$ cat config.mk
export PLATFORM = sky130hd
export DESIGN_NAME = demux_deser4
export DESIGN_NICKNAME = d
export VERILOG_FILES = /design/src/rtl/demux_pkg.sv /design/src/rtl/rr_arb4.sv /design/src/rtl/demux_deser4.sv
export SDC_FILE = /design/constraint.sdc
export NUM_CORES = 1
export LEC_CHECK = 0
export CORE_MARGIN = 1.5
export CORE_UTILIZATION = 45
export CTS_CLUSTER_DIAMETER = 50
export DETAILED_ROUTE_END_ITERATION = 12
export GPL_TIMING_DRIVEN = 1
export SETUP_SLACK_MARGIN = 0.2
export SLEW_MARGIN = 10
export SYNTH_ARGS = -nofsm -noshare
export SYNTH_HDL_FRONTEND = slang
export SYNTH_SLANG_ARGS = --single-unit
$ cat constraint.sdc
create_clock -name clk -period 2.25 [get_ports clk]
set_input_delay 0.225 -clock clk [delete_from_list [all_inputs] [get_ports clk]]
set_output_delay 0.225 -clock clk [all_outputs]
set_load 0.05 [all_outputs]
$ cat src/rtl/demux_pkg.sv
// rtl/demux_pkg.sv - shared constants for the 1:4 demux deserializer
//
// Purpose: channel count, channel-id width and the default word width used by
//          demux_deser4 and its round-robin arbiter.
// Ports:   none (package).

package demux_pkg;

  localparam int NUM_CH     = 4;
  localparam int CH_W       = 2;
  localparam int DEF_DATA_W = 8;

endpackage

$ cat src/rtl/rr_arb4.sv
// rtl/rr_arb4.sv - combinational 4-way round-robin arbiter
//
// Purpose: picks the first requesting channel in the order last+1, last+2,
//          last+3, last+4 (mod 4). Holds no state; the caller keeps 'last'.
// Ports:
//   req       in   NUM_CH  request per channel
//   last      in   CH_W    previously granted channel
//   gnt_valid out  1       some channel is requesting
//   gnt_id    out  CH_W    granted channel (equals last when gnt_valid=0)

module rr_arb4
  import demux_pkg::*;
(
  input  logic [NUM_CH-1:0] req,
  input  logic [CH_W-1:0]   last,
  output logic              gnt_valid,
  output logic [CH_W-1:0]   gnt_id
);

  always_comb begin
    logic [CH_W-1:0] cand;
    gnt_valid = 1'b0;
    gnt_id    = last;
    cand      = last;
    // Walk from the farthest candidate to the nearest so the nearest
    // requester after 'last' overwrites and wins.
    for (int i = NUM_CH; i >= 1; i--) begin
      cand = last + CH_W'(i);
      if (req[cand]) begin
        gnt_valid = 1'b1;
        gnt_id    = cand;
      end
    end
  end

endmodule

$ cat src/rtl/demux_deser4.sv
// rtl/demux_deser4.sv - per-channel deserializer behind a 1:4 bit demux
//
// Purpose: collects the bit stream demultiplexed onto y0..y3 (channel chosen by
//          sel) into one DATA_W word per channel, MSB first, and hands finished
//          words out through a single valid/ready output register, granting
//          channels round-robin. Bits arriving for a channel whose finished
//          word has not yet been taken are dropped and flagged in ovf.
// Ports:
//   clk        in   1       clock, rising edge
//   rst        in   1       asynchronous active-high reset
//   sel        in   CH_W    channel select of the demux
//   y0..y3     in   1       demux outputs; channel k bit is yk while sel==k
//   bit_valid  in   1       one bit transfer this cycle
//   out_data   out  DATA_W  assembled word
//   out_ch     out  CH_W    source channel of out_data
//   out_valid  out  1       out_data/out_ch valid
//   out_ready  in   1       downstream accept
//   ovf        out  NUM_CH  sticky per-channel overflow flags

module demux_deser4
  import demux_pkg::*;
#(
  parameter int DATA_W = DEF_DATA_W
) (
  input  logic              clk,
  input  logic              rst,
  input  logic [CH_W-1:0]   sel,
  input  logic              y0,
  input  logic              y1,
  input  logic              y2,
  input  logic              y3,
  input  logic              bit_valid,
  output logic [DATA_W-1:0] out_data,
  output logic [CH_W-1:0]   out_ch,
  output logic              out_valid,
  input  logic              out_ready,
  output logic [NUM_CH-1:0] ovf
);

  localparam int              CNT_W    = (DATA_W > 1) ? $clog2(DATA_W) : 1;
  localparam logic [CNT_W-1:0] CNT_LAST = CNT_W'(DATA_W - 1);

  logic [DATA_W-1:0] sr  [NUM_CH];
  logic [CNT_W-1:0]  cnt [NUM_CH];
  logic [NUM_CH-1:0] full;
  logic [CH_W-1:0]   last;

  logic [NUM_CH-1:0] yv;
  logic              bit_in;
  logic              accept;
  logic              drop;
  logic              out_free;
  logic              gnt_valid;
  logic [CH_W-1:0]   gnt_id;
  logic              take;

  assign yv     = {y3, y2, y1, y0};
  assign bit_in = yv[sel];

  // Both use the pre-edge full flag, so a channel being granted this edge
  // still rejects (and flags) a bit arriving on the same edge.
  assign accept = bit_valid & ~full[sel];
  assign drop   = bit_valid &  full[sel];

  assign out_free = ~out_valid | out_ready;
  assign take     = out_free & gnt_valid;

  rr_arb4 u_arb (
    .req       (full),
    .last      (last),
    .gnt_valid (gnt_valid),
    .gnt_id    (gnt_id)
  );

  // Channel state. An accepting channel has full=0 and a granted channel has
  // full=1, so the set and clear of full below never target the same bit.
  always_ff @(posedge clk or posedge rst) begin
    if (rst) begin
      for (int c = 0; c < NUM_CH; c++) begin
        sr[c]  <= '0;
        cnt[c] <= '0;
      end
      full <= '0;
      ovf  <= '0;
      last <= CH_W'(NUM_CH - 1);
    end else begin
      if (accept) begin
        sr[sel] <= {sr[sel][DATA_W-2:0], bit_in};
        if (cnt[sel] == CNT_LAST) begin
          cnt[sel]  <= '0;
          full[sel] <= 1'b1;
        end else begin
          cnt[sel] <= cnt[sel] + 1'b1;
        end
      end
      if (drop) begin
        ovf[sel] <= 1'b1;
      end
      if (take) begin
        full[gnt_id] <= 1'b0;
        last         <= gnt_id;
      end
    end
  end

  // Output register: data/channel only move when a new word is loaded, so
  // they hold steady while the downstream stalls.
  always_ff @(posedge clk or posedge rst) begin
    if (rst) begin
      out_data  <= '0;
      out_ch    <= '0;
      out_valid <= 1'b0;
    end else if (out_free) begin
      if (gnt_valid) begin
        out_data  <= sr[gnt_id];
        out_ch    <= gnt_id;
        out_valid <= 1'b1;
      end else begin
        out_valid <= 1'b0;
      end
    end
  end

endmodule
==> flow_summary_export.csv, run 1 <==
group,metric,value,unit
grt,grt_max_degree,66,
floorplanning,die_w,87.7,um
yosys,synthSimpleGateAreaFrac,16.7,%
setup_path,slowest_delay,0.48,ns
power_and_ir_drop,p_leak,1.78,nW
yosys,synth.ff_latch_count,65,
layout,antenna_cells,0,
route,antenna_left,0,
placement,place_area,3650,um2
power_and_ir_drop,irDropWorstVdd,0.000528,V
yosys,async_flop_share,100,%
floorplanning,die_h,87.7,um
floorplanning,ios,25,
timing,whs,0.271,ns
yosys,synth_cell_types,38,
timing,finalMaxSlewViolations,0,
yosys,synth_xor_area_share,0,%
grt,antenna_found_initial,0,
route,drt_drc_violations_left,0,
timing,fin_crit_sh,81.4,%
yosys,synth.top_cells.by_count,"nand2_1 (91), dfrtp_1 (63), nor2_1 (16), o21ai_1 (16)",
setup_path,cp-end-kind,"flop",
clocking,cts_tree,"built",
power_and_ir_drop,total_power,5.79,mW
clocking,cts_sinks,65,
timing,hold_viol,0,
clocking,cts_buffers,9,
placement,io_buffers,24,
placement,routabilityCongestion,0.775,
floorplanning,die_area,7690,um2
clocking,htree_levels,3,
yosys,yosysTopAreaCellShare,48.8,%
timing,max_freq,546,MHz
floorplanning,initial_core_util,47.0,%
setup_path,critPathRequiredTime,2.51,ns
yosys,yosys-top-cells-area,"dfrtp_1 (49%), nand2_1 (11%), mux4_2 (7.7%)",
setup_path,cp.arrival,2.09,ns
floorplanning,num_rows,30,
yosys,yosysTopAreaCell,"dfrtp_1",
setup_path,critPathMaxFanout,5,
placement,dp_hpwl,5.04,mm
route,num_vias,2358,
yosys,synth_ff_type,"dfrtp_1",
setup_path,crit_path_start_kind,"flop",
clocking,clk_latency,0.34,ns
timing,finalCriticalPeriod,1.83,ns
grt,grt_pass1_wl,12.3,mm
setup_path,crit_path_top_delay_cell,"mux4_2",
timing,rsz0062_at_grt,"no",
yosys,syn_inst,312,
yosys,synth-compound-area-share,14.8,%
layout,final_util,55.7,%
yosys,synth-adder-area-share,0.775,%
route,routed_via_density,5.23,
grt,grt_pass1_vias,2257,
job,drv_cap,0,
yosys,ys_seq_area_share,50.4,%
layout,nFillCells,607,
clocking,clkTransAtPathRegs,0.07,ns
layout,fin_nets,362,
yosys,syn_nets,324,
timing,worst_pin_slew,0.711,ns
power_and_ir_drop,power_density,1520,nW/um2
floorplanning,core,6870,um2
timing,maxSlewHeadroom,52.4,%
setup_path,critPathMostFrequentCell,"ha_1",
layout,final_area,3820,um2
setup_path,crit_chain,"mux4_2 -> ha_1 -> ha_1 -> or2_1 -> o21ai_1",
yosys,yosys_warnings,0,
yosys,synth_mux_area_share,11.7,%
run_status,status,"completed",
route,drtPass1Iterations,4,
setup_path,reg2reg_from,"cnt[0]",
setup_path,cp-startpoint,"cnt[0]",
route,drt_iter0_markers,218,
timing,fin_skew,0.00750,ns
timing,finalSetupTns,0,ns
setup_path,r2r_slack,0.42,ns
setup_path,path_class,"flop to flop",
layout,regArea,1630,um2
layout,syn2layout_area_growth,18.4,%
yosys,synth_edf_count,0,
grt,grt.total_usage,22.0,%
yosys,synth.most_common_cell,"nand2_1",
clocking,post_cts_buffers,0,
yosys,synth_area_per_cell,10.4,um2
clocking,cts_buffer_depth,2,
route,drt-total-wl,7.56,mm
layout,drive_gt1_share,21.1,%
yosys,synth_area,3230,um2
timing,setup_viol,0,
min_path,hold_class,"input port to async pin",
clocking,cts_root_buf,"clkbuf_8",
grt,grt-ovfl-total,0,
route,wl_per_cell,16.8,um
yosys,synth_top_family_by_area,"simple AND/OR/NAND/NOR gates",
layout,multi_input_area,1420,um2
placed cells by master (no fill, tap or decap), types with 2 or more instances in the layout:
| cell | count |
|---|---|
| a2111oi_2 | 4 |
| a211oi_1 | 2 |
| a211oi_2 | 10 |
| a21o_1 | 5 |
| a21oi_1 | 12 |
| a31oi_1 | 10 |
| buf_12 | 2 |
| buf_4 | 20 |
| clkbuf_1 | 2 |
| clkbuf_8 | 11 |
| clkdlybuf4s50_1 | 23 |
| clkinv_2 | 3 |
| dfrtp_1 | 63 |
| dfstp_2 | 2 |
| ha_1 | 2 |
| inv_1 | 11 |
| mux2_2 | 8 |
| mux2i_1 | 4 |
| mux4_2 | 11 |
| nand2_1 | 91 |
| nand2b_1 | 6 |
| nand3_1 | 2 |
| nor2_1 | 16 |
| nor3_1 | 2 |
| o21ai_1 | 16 |
| or3_1 | 2 |
state kept, by name, indices dropped and copies added (netlist names):
name       count
sr            32
out_valid      1
cnt           12
out_data       8
ovf            4
out_ch         2
last           2
full           4
path summary, 6_finish.rpt:
| check | cells past startpoint | to |
|---|---|---|
| max | 5 | cnt[3] |
| min | 3 | sr[21] |
| max reg2reg | 5 | cnt[3] |
| min reg2reg | 1 | ovf[0] |
| max in group asynchronous | 3 | last[1] |
| min in group clk | 3 | ovf[3] |
timing repair:
item / in CTS / in global routing
endpoints found under the setup margin: 0 / 1
hold buffers: 0 / 0
resized for setup: 0 / 1
report_power, final:
| part | leakage, nW | total (mW) | switching, mW | internal (mW) |
|---|---|---|---|---|
| Sequential | 0.825 | 2.11 | 0.392 | 1.71 |
| Combinational | 0.859 | 2.79 | 1.67 | 1.12 |
| Clock | 0.0932 | 0.897 | 0.441 | 0.456 |
| Total | 1.78 | 5.79 | 2.50 | 3.29 |
per-stage QoR:
stage          setup slack, ns  cells
2_1_floorplan            0.243    312
3_3_place_gp           -0.0167    435
3_5_place_dp           -0.0630    435
4_1_cts                  0.290    451
5_1_grt                  0.285    451
6_report                 0.418    451
layout make-up:
cell class	count	share of cell area (%)
flip-flops and latches	65	42.6
multi-input cells	216	37.2
repair buffers	46	11.3
clock buffers	13	4.16
well taps	96	3.14
inverters	12	1.18
clock inverters	3	0.393
layer usage:
| metal | GRT usage, % | wire length [um] | vias up |
|---|---|---|---|
| met3 | 6.03 | 363 | 8 |
| met1 | 31.2 | 3530 | 1144 |
| li1 | - | - | 1155 |
| met2 | 32.3 | 3580 | 51 |
| met5 | 0 | 0 | - |
| met4 | 8.66 | 91 | 0 |
critical path: cells and delay by family, from the launching register on:
kind	cells	cell delay (ns)
flip-flops	1	0.38
AND/OR/NAND/NOR	1	0.29
adder cells (fa/ha/maj)	2	0.46
multiplexers	1	0.48
AO/OA/AOI/OAI	1	0.14
cells by family (layout without fill, tap and decap cells):
family	Yosys count	in the layout
buffers and inverters	31	74
adder cells (fa/ha/maj)	2	2
AND/OR/NAND/NOR	127	127
AO/OA/AOI/OAI	64	64
flip-flops	65	65
multiplexers	23	23
Power figures use the tool's default switching activity.
==> run 2: changes to the inputs <==
==> constraint.sdc (replaced) <==
create_clock -name clk -period 1.9 [get_ports clk]
set_input_delay 0.19 -clock clk [delete_from_list [all_inputs] [get_ports clk]]
set_output_delay 0.19 -clock clk [all_outputs]
set_load 0.05 [all_outputs]
==> run 2 against run 1 <==
Maximum frequency is 7.3% higher. Register-to-register slack worse by 0.23 ns. Hold slack worse by 0.074 ns. Global-route usage is 1.5 points higher. Clock power is 38% higher. Combinational power is 41% higher. Sequential share of layout area is 3.9 points lower. Cell area is 10% higher. Die area stayed put. Final cell count is 5.1% higher. Critical endpoint is now out_data[2]. Largest cell class unchanged. Largest power group unchanged.
==> flow_summary_export.csv, run 2 (synthesis results as in run 1) <==
group,metric,value,unit
power_and_ir_drop,irDropWorstVdd,0.000673,V
setup_path,ff2ff_path_depth,5,
route,routed_via_density,5.43,
power_and_ir_drop,power_density,1820,nW/um2
layout,antenna_cells,0,
timing,finalCriticalPeriod,1.71,ns
setup_path,r2r_slack,0.19,ns
setup_path,cp-startpoint,"last[1]",
grt,antenna_found_initial,0,
run_status,status,"completed",
route,wl_per_cell,17.1,um
floorplanning,core,6870,um2
setup_path,critPathRequiredTime,2.12,ns
layout,drive_gt1_share,31.0,%
route,drt_drc_violations_left,0,
min_path,hold_class,"input port to async pin",
power_and_ir_drop,p_leak,1.99,nW
setup_path,crit_path_start_kind,"flop",
floorplanning,die_h,87.7,um
layout,reg_top3,"sr (32), cnt (12), out_data (8)",
grt,grt.total_usage,23.6,%
setup_path,reg2reg_from,"last[1]",
layout,syn2layout_area_growth,30.5,%
floorplanning,die_w,87.7,um
timing,setup_viol,0,
floorplanning,initial_core_util,47.0,%
layout,largest_reg_flops,32,
grt,grt-ovfl-total,0,
floorplanning,die_area,7690,um2
layout,fin_nets,385,
layout,final_common_cell,"nand2_1",
grt,grt_max_degree,34,
layout,largest-register,"sr",
clocking,cts_sinks,65,
route,drtPass1Iterations,4,
timing,finalMaxSlewViolations,0,
placement,routabilityCongestion,0.842,
clocking,clkTransAtPathRegs,0.07,ns
layout,mostFrequentLayoutCells,"nand2_1 (89), dfrtp_1 (62), buf_4 (40)",
timing,rsz0062_at_grt,"yes",
floorplanning,num_rows,30,
layout,final_util,61.3,%
placement,io_buffers,24,
setup_path,reg2reg_to,"out_data[2]",
clocking,cts_root_buf,"clkbuf_8",
layout,regArea,1630,um2
timing,max_freq,586,MHz
setup_path,critPathMaxFanout,8,
clocking,htree_levels,3,
floorplanning,ios,25,
timing,maxSlewHeadroom,66.4,%
route,num_vias,2574,
clocking,cts_buffers,9,
clocking,cts_buffer_depth,2,
setup_path,crit_end,"out_data[2]",
grt,grt_pass1_vias,2479,
layout,nFillCells,600,
grt,grt_pass1_wl,13.3,mm
route,antenna_left,0,
setup_path,path_class,"flop to flop",
setup_path,cp.arrival,1.93,ns
layout,multi_input_area,1590,um2
clocking,cts_tree,"built",
placement,dp_hpwl,5.51,mm
route,drt-total-wl,8.09,mm
timing,fin_crit_sh,89.9,%
job,drv_cap,0,
route,drt_iter0_markers,124,
power_and_ir_drop,total_power,7.68,mW
timing,fin_skew,0.00546,ns
clocking,clk_latency,0.34,ns
timing,worst_pin_slew,0.503,ns
timing,hold_viol,0,
setup_path,cp-end-kind,"flop",
## run 2: cell types whose count changed in the layout (fill, tap and decap cells not counted), moves of 4 or more
cell and delta:
dlygate4sd2_1 +12, a2111oi_2 -4, a2111oi_4 +4, clkdlybuf4s50_1 -15, buf_4 +20
## run 2: area by class of cell
| cell class | instances | share of cell area, % |
|---|---|---|
| sequential | 65 | 38.7 |
| multi-input combinational | 217 | 37.7 |
| clock buffer | 14 | 4.10 |
| clock inverter | 2 | 0.832 |
| inverter | 12 | 1.16 |
| tap | 96 | 2.85 |
| timing repair buffer | 68 | 14.6 |
## run 2: metal layers
layer	vias up	part of all wire (%)	GRT usage, %
met5	-	0	0
met4	0	2.0	10.2
met3	14	4.1	4.05
met2	67	45	34.8
met1	1281	49	34.2
li1	1212	-	-
## run 2: how the worst min path moves through the flow
stage | startpoint | cells after the start | end
2_1_floorplan | rst | 1 | cnt[0]
3_3_place_gp | ovf[0] | 1 | ovf[0]
3_5_place_dp | ovf[0] | 1 | ovf[0]
6_report | rst | 2 | ovf[1]
5_1_grt | rst | 2 | out_valid
4_1_cts | rst | 2 | out_valid
## run 2: per-stage QoR
step                cell area, um2  hold WS [ns]  setup WS [ns]  cells  TNS (ns)
floorplan                     3280         0.327          0.154    312         0
global placement              3850         0.441         -0.316    455     -6.99
detailed placement            3850         0.451         -0.354    455     -7.71
CTS                           4120         0.202          0.190    472         0
global route                  4210         0.240          0.127    474         0
finish                        4210         0.197          0.192    474         0
## run 2: power by group
group	internal (mW)	switching (mW)	leakage, nW	total (mW)
clock	0.713	0.529	0.107	1.24
combinational	1.67	2.26	1.06	3.93
sequential	2.03	0.470	0.824	2.50
total	4.42	3.26	1.99	7.68
## run 2: critical path, stage by stage, from the launching register on
cell and delay [ns]:
dfstp_2 0.60, nand2b_4 0.15, a21o_4 0.17, and3_4 0.34
mux2i_1 0.24, a211oi_2 0.09
## run 2: what timing repair did
item,4_1_cts,5_1_grt
endpoints found under the setup margin,38,29
setup buffers,0,2
pin swaps,4,3
gates resized for setup,19,21
hold buffers,0,0
cloned,1,0
